--- src/rtl/music_pkg.sv ---
// Shared types and constants for the song-playback sequencer.
package music_pkg;

  localparam int CLOCK_FREQ = 50_000_000;

  localparam logic [7:0] NOTE_REST = 8'd0;
  localparam logic [7:0] DUR_END   = 8'd0;

  typedef logic [7:0] note_t;

  typedef enum logic [2:0] {
    IDLE,
    RD_NOTE,
    RD_DUR,
    LOAD,
    PLAY
  } seq_state_t;

  // Clock cycles per duration tick, never less than one.
  function automatic int calc_tick_div(input int clk_hz, input int tick_hz);
    int div;
    div = clk_hz / tick_hz;
    return (div < 1) ? 1 : div;
  endfunction

endpackage

--- src/rtl/music_sequencer_tick_divider.sv ---
// Free-running tempo divider: counts 0..TICK_DIV-1 while enabled and
// fires a single-cycle tick on the last count. The count is exported so
// the sequencer can tell how far into a tick period it is.
module tick_divider #(
  parameter int TICK_DIV = 10,
  parameter int CNT_W    = (TICK_DIV > 1) ? $clog2(TICK_DIV) : 1
) (
  input  logic             i_clock,
  input  logic             i_reset,
  input  logic             i_clear,
  input  logic             i_enable,
  output logic             o_tick,
  output logic [CNT_W-1:0] o_count
);

  localparam logic [CNT_W-1:0] LAST = CNT_W'(TICK_DIV - 1);

  logic [CNT_W-1:0] r_count;

  assign o_tick  = i_enable && (r_count == LAST);
  assign o_count = r_count;

  // Advance the period counter; clear has priority and holds it at zero.
  always_ff @(posedge i_clock or posedge i_reset) begin
    if (i_reset) begin
      r_count <= '0;
    end else if (i_clear) begin
      r_count <= '0;
    end else if (o_tick) begin
      r_count <= '0;
    end else if (i_enable) begin
      r_count <= r_count + 1'b1;
    end
  end

endmodule

--- src/rtl/music_sequencer.sv ---
// Song-playback controller. Walks (note, duration) byte pairs from song
// memory and presents the current note to the wavegen; 0 means rest.
// Optional feature macro: MUSIC_ARTICULATION_EN -- when defined, the last
// ARTIC_CYCLES of every note are silenced (and stay silent through the
// following fetch) so repeated notes do not merge.
//
// state   | meaning
// IDLE    | stopped, note output is rest
// RD_NOTE | read strobe on the note byte at ptr
// RD_DUR  | read strobe on the duration byte at ptr+1, capture note
// LOAD    | inspect duration: end marker or start a new note
// PLAY    | note sounding, duration counted down on tempo ticks
module music_sequencer
  import music_pkg::*;
#(
  parameter int CLOCK_FREQ   = music_pkg::CLOCK_FREQ,
  parameter int TICK_FREQ    = 16,
`ifdef MUSIC_ARTICULATION_EN
  parameter int ARTIC_CYCLES = 500_000,
`endif
  parameter int ADDR_W       = 8
) (
  input  logic              i_clock,
  input  logic              i_reset,
  input  logic              i_start,
  input  logic              i_stop,
  input  logic              i_pause,
  input  logic              i_loop_en,
  output logic              o_mem_rd,
  output logic [ADDR_W-1:0] o_mem_addr,
  input  logic [7:0]        i_mem_rdata,
  output logic [7:0]        o_note,
  output logic              o_playing,
  output logic              o_song_done
);

  localparam int TICK_DIV = calc_tick_div(CLOCK_FREQ, TICK_FREQ);
  localparam int CNT_W    = (TICK_DIV > 1) ? $clog2(TICK_DIV) : 1;

`ifdef MUSIC_ARTICULATION_EN
  localparam bit ARTIC_EN    = 1'b1;
  localparam int ARTIC_START = (ARTIC_CYCLES >= TICK_DIV) ? 0 : TICK_DIV - ARTIC_CYCLES;
`else
  // Start of the silent window sits past the last count, so it never opens.
  localparam bit ARTIC_EN    = 1'b0;
  localparam int ARTIC_START = TICK_DIV;
`endif

  seq_state_t        r_state;
  logic [ADDR_W-1:0] r_ptr;
  note_t             r_note_buf;
  note_t             r_note;
  logic [7:0]        r_dur_cnt;

  logic              w_tick;
  logic              w_clear;
  logic              w_enable;
  logic [CNT_W-1:0]  w_count;
  logic [ADDR_W-1:0] w_ptr_next;
  logic              w_artic_zone;
  logic              w_mute;

  assign w_clear      = (r_state != PLAY);
  assign w_enable     = (r_state == PLAY) && !i_pause;
  assign w_ptr_next   = r_ptr + ADDR_W'(2);
  assign w_artic_zone = ARTIC_EN && (r_dur_cnt == 8'd1) && (int'(w_count) >= ARTIC_START);

  // Pause mutes immediately; the held note comes back unchanged on release.
  assign w_mute = (r_state == PLAY) && (i_pause || w_artic_zone);
  assign o_note = w_mute ? NOTE_REST : r_note;

  tick_divider #(
    .TICK_DIV (TICK_DIV),
    .CNT_W    (CNT_W)
  ) u_tick_divider (
    .i_clock  (i_clock),
    .i_reset  (i_reset),
    .i_clear  (w_clear),
    .i_enable (w_enable),
    .o_tick   (w_tick),
    .o_count  (w_count)
  );

  // Sequencer FSM with registered memory strobe, address and status outputs.
  always_ff @(posedge i_clock or posedge i_reset) begin
    if (i_reset) begin
      r_state     <= IDLE;
      r_ptr       <= '0;
      r_note_buf  <= NOTE_REST;
      r_note      <= NOTE_REST;
      r_dur_cnt   <= '0;
      o_mem_rd    <= 1'b0;
      o_mem_addr  <= '0;
      o_playing   <= 1'b0;
      o_song_done <= 1'b0;
    end else begin
      o_song_done <= 1'b0;
      if (i_stop) begin
        r_state    <= IDLE;
        r_ptr      <= '0;
        r_note     <= NOTE_REST;
        o_mem_rd   <= 1'b0;
        o_mem_addr <= '0;
        o_playing  <= 1'b0;
      end else if (i_start) begin
        r_state    <= RD_NOTE;
        r_ptr      <= '0;
        o_mem_rd   <= 1'b1;
        o_mem_addr <= '0;
        o_playing  <= 1'b1;
      end else begin
        case (r_state)
          IDLE: begin
            r_note <= NOTE_REST;
          end
          RD_NOTE: begin
            o_mem_addr <= r_ptr + ADDR_W'(1);
            r_state    <= RD_DUR;
          end
          RD_DUR: begin
            r_note_buf <= i_mem_rdata;
            o_mem_rd   <= 1'b0;
            r_state    <= LOAD;
          end
          LOAD: begin
            if (i_mem_rdata == DUR_END) begin
              if (i_loop_en) begin
                r_ptr      <= '0;
                o_mem_rd   <= 1'b1;
                o_mem_addr <= '0;
                r_state    <= RD_NOTE;
              end else begin
                o_song_done <= 1'b1;
                r_note      <= NOTE_REST;
                o_playing   <= 1'b0;
                r_state     <= IDLE;
              end
            end else begin
              r_note    <= r_note_buf;
              r_dur_cnt <= i_mem_rdata;
              r_state   <= PLAY;
            end
          end
          PLAY: begin
            if (w_tick) begin
              r_dur_cnt <= r_dur_cnt - 8'd1;
              if (r_dur_cnt == 8'd1) begin
                r_ptr      <= w_ptr_next;
                o_mem_rd   <= 1'b1;
                o_mem_addr <= w_ptr_next;
                r_state    <= RD_NOTE;
                // Keep the articulation gap silent through the next fetch.
                if (ARTIC_EN) r_note <= NOTE_REST;
              end
            end
          end
          default: begin
            r_state <= IDLE;
          end
        endcase
      end
    end
  end

endmodule

--- config.mk ---
export PLATFORM = sky130hd
export DESIGN_NAME = music_sequencer
export DESIGN_NICKNAME = d
export VERILOG_FILES = /design/src/rtl/music_pkg.sv /design/src/rtl/music_sequencer_tick_divider.sv /design/src/rtl/music_sequencer.sv
export SDC_FILE = /design/constraint.sdc
export NUM_CORES = 1
export LEC_CHECK = 0
export ABC_AREA = 1
export CORE_ASPECT_RATIO = 1.5
export CORE_UTILIZATION = 25
export CTS_CLUSTER_SIZE = 12
export DETAILED_ROUTE_END_ITERATION = 12
export DONT_BUFFER_PORTS = 1
export PLACE_DENSITY = 0.42
export SLEW_MARGIN = 5
export SYNTH_ARGS = -nofsm -noshare
export SYNTH_HDL_FRONTEND = slang
export SYNTH_SLANG_ARGS = --single-unit
--- constraint.sdc ---
create_clock -name i_clock -period 2.5 [get_ports i_clock]
set_clock_uncertainty 0.2 [all_clocks]
set_input_delay 0.5 -clock i_clock [delete_from_list [all_inputs] [get_ports i_clock]]
set_output_delay 0.5 -clock i_clock [all_outputs]
set_load 0.01 [all_outputs]
==> out/results.ini <==
[floorplanning]
dieArea_um2 = 16200
num_io_pins = 33
fp.dieH_um = 155
core_area_um2 = 15200
die_w_um = 104
row_count = 55
initial_utilization = 0.258

[placement]
gp_congestion = 0.877
dpl_worst_slack_ns = 0.334
port_buffers = 0
dp_hpwl_um = 8000

[routing]
dr.pass1.iters = 4
vias_per_cell = 4.60
vias = 3482
ant_nets = 0
drcViolationCount = 0
wl_um = 10600
wl_per_cell_um = 14.0
initialDrtViolationCount = 129

[synthesis]
synth_area_per_cell_um2 = 7.17
synth_xor_area_frac = 0.0201
synthSimpleGateAreaFrac = 0.360
muxShareOfSynthArea = 0
syn_inst = 546
synth_top_family_by_area = simple AND/OR/NAND/NOR gates
synth-seq-cells = 67
seq_area_frac_synth = 0.428
synth-adder-area-share = 0.0128
synth_compound_area_frac = 0.0821
syn_area_um2 = 3920
ys_warn_count = 0
synth_cell_type_count = 29
syn_nets = 564

[power_and_ir_drop]
power_mw = 2.77
cellPowerDensity_nw_per_um2 = 617
p_leak_nw = 2.11
vdd_drop_max_mv = 0.236

[sta]
rsz0062_at_grt = false
relSlewSlack = 0.651
maxSlewViolCount = 0
setup_tns_ns = 0
timing.final.crit_period_ns = 2.18
finalHoldViolations = 0
whs_ns = 0.0325
tightest_slew_ns = 0.520
setup_viol = 0
setup_slack_ns = 0.316
max_freq_mhz = 458
post-route-period-util = 0.874

[clock_tree]
htreeDepth = 3
clk_path_buf_depth = 2
clockRootBuffer = clkbuf_16
cts_setup_buffers = 0
clk_pin_slew_worst_paths_ns = 0.06
cts_buffers = 9
clk_latency_ns = 0.34
cts.sinks = 67
cts_tree = done

[critical_path]
worst_setup_path_start_kind = flip-flop
arrival_ns = 2.25
crit-reg2reg-launch = u_tick_divider.o_count[0]
path_cells = ha_1 > nand2_1 > nor2_1 > nand2_2 > nor2_4 > nand3_2 > nand2_2 > buf_4 > nand4_1 > nand2_1
critical_path_class = reg2reg
cp_max_fo = 13
cp-end-kind = flip-flop
cp_slowest_cell = dfrtp_1
cp.depth = 10
crit_buf_inv = 1
startpoint = u_tick_divider.o_count[0]
crit_family = simple AND/OR/NAND/NOR gates
max_stage_delay_ns = 0.38
reg2regPathDepth = 10
critical_path_required_ns = 2.57

[run]
maxCapViolCount = 0

[grt]
gr-total-overflow = 0
antenna_found_initial = 0
grt_use_total = 0.140
grt_max_degree = 68
grt_pass1_vias = 3535
grt_pass1_wl_um = 17700

[finish]
finalCoreUtilization = 0.295
antenna_cells = 0
fillers = 1677
seq_area_um2 = 1680
drive_gt1_frac = 0.0896
nNetsFinal = 571
area_growth_pct = 14.5
multi_input_area_um2 = 1860

[hold_path]
min_from = i_loop_en
min_path_type = in2reg
hold_path_depth = 1

[status]
status = complete, no violations

[per-stage QoR]
step | std cells | instance area (µm²)
2_1_floorplan | 546 | 3920
3_3_place_gp | 740 | 4150
3_5_place_dp | 740 | 4150
6_report | 757 | 4480
5_1_grt | 757 | 4480
4_1_cts | 757 | 4480
[worst paths after layout]
| path | endpoint | slack [ns] |
|---|---|---|
| worst max-delay path | r_ptr[3] | 0.32 |
| worst min register to register | r_note_buf[0] | 0.28 |
| min in group asynchronous | r_note_buf[7] | 0.49 |
| max in group asynchronous | r_dur_cnt[3] | 1.30 |
| worst max register to register | r_ptr[3] | 0.32 |
| worst min-delay path | o_song_done | 0.03 |
[registers in the layout, indices dropped and copies added, names as in the netlist, 3 cells and up]
register,count
r_state,3
o_mem_addr,8
r_ptr,7
r_dur_cnt,8
r_note_buf,8
r_note,8
u_tick_divider.o_count,22
[what timing repair did]
| action | 4_1_cts | 5_1_grt |
|---|---|---|
| hold buffers | 1 | 0 |
| setup endpoints to repair | 0 | 1 |
| hold endpoints to repair | 67 | 0 |
| resized for setup | 0 | 1 |
[power breakdown]
part           internal, mW  switching [mW]
Clock                 0.880           0.511
Sequential             1.14          0.0392
Combinational        0.0622           0.131
Total                  2.08           0.681
[cells in the final DEF (no fill, tap or decap), types with 6 or more instances in the layout]
cell,instances
a21oi_1,10
buf_4,6
clkbuf_16,9
dfrtp_1,67
inv_1,72
inv_2,6
nand2_1,176
nand2_2,7
nand3_1,34
nand4_1,26
nor2_1,47
nor3_1,13
o21ai_0,36
o21ai_1,6
xor2_1,8
[cells by family after synthesis]
| group | count (synthesis) |
|---|---|
| flops | 67 |
| fa+ha+maj | 4 |
| simple gates | 317 |
| buf+inv | 91 |
| xor+xnor | 9 |
| compound gates | 58 |
[per-layer routing]
metal  vias up  routed length (µm)  track usage
met3        19                 509       0.0419
met5         -                   0            0
met4         0                 258       0.0578
met1      1658                4190        0.144
li1       1750                   -            -
met2        55                5630        0.261
[area by class of cell]
type,count,share of cell area
Multi-Input combinational cell,388,0.415
Tap cell,199,0.0555
Clock inverter,7,0.0220
Inverter,79,0.0661
Timing Repair Buffer,8,0.0167
Clock buffer,9,0.0502
Sequential cell,67,0.374
[synth_stat cells (all sizes together)]
master    n  area, µm²
clkbuf    3       11.3
nand2   183        702
clkinv    1       3.75
nor3b     2       15.0
xnor2     1       8.76
xor2      8       70.1
a31oi     1       6.26
o211ai    1       7.51
nand3    39        220
nor2     54        245
nand4    26        163
o31ai     1       7.51
inv      78        293
buf       9       71.3
ha        4       50.1
nor3     13       65.1
a21oi    12       82.6
o21bai    1       7.51
dfrtp    67       1680
o21ai    42        210
No activity file was read; power rests on OpenSTA's default activity.
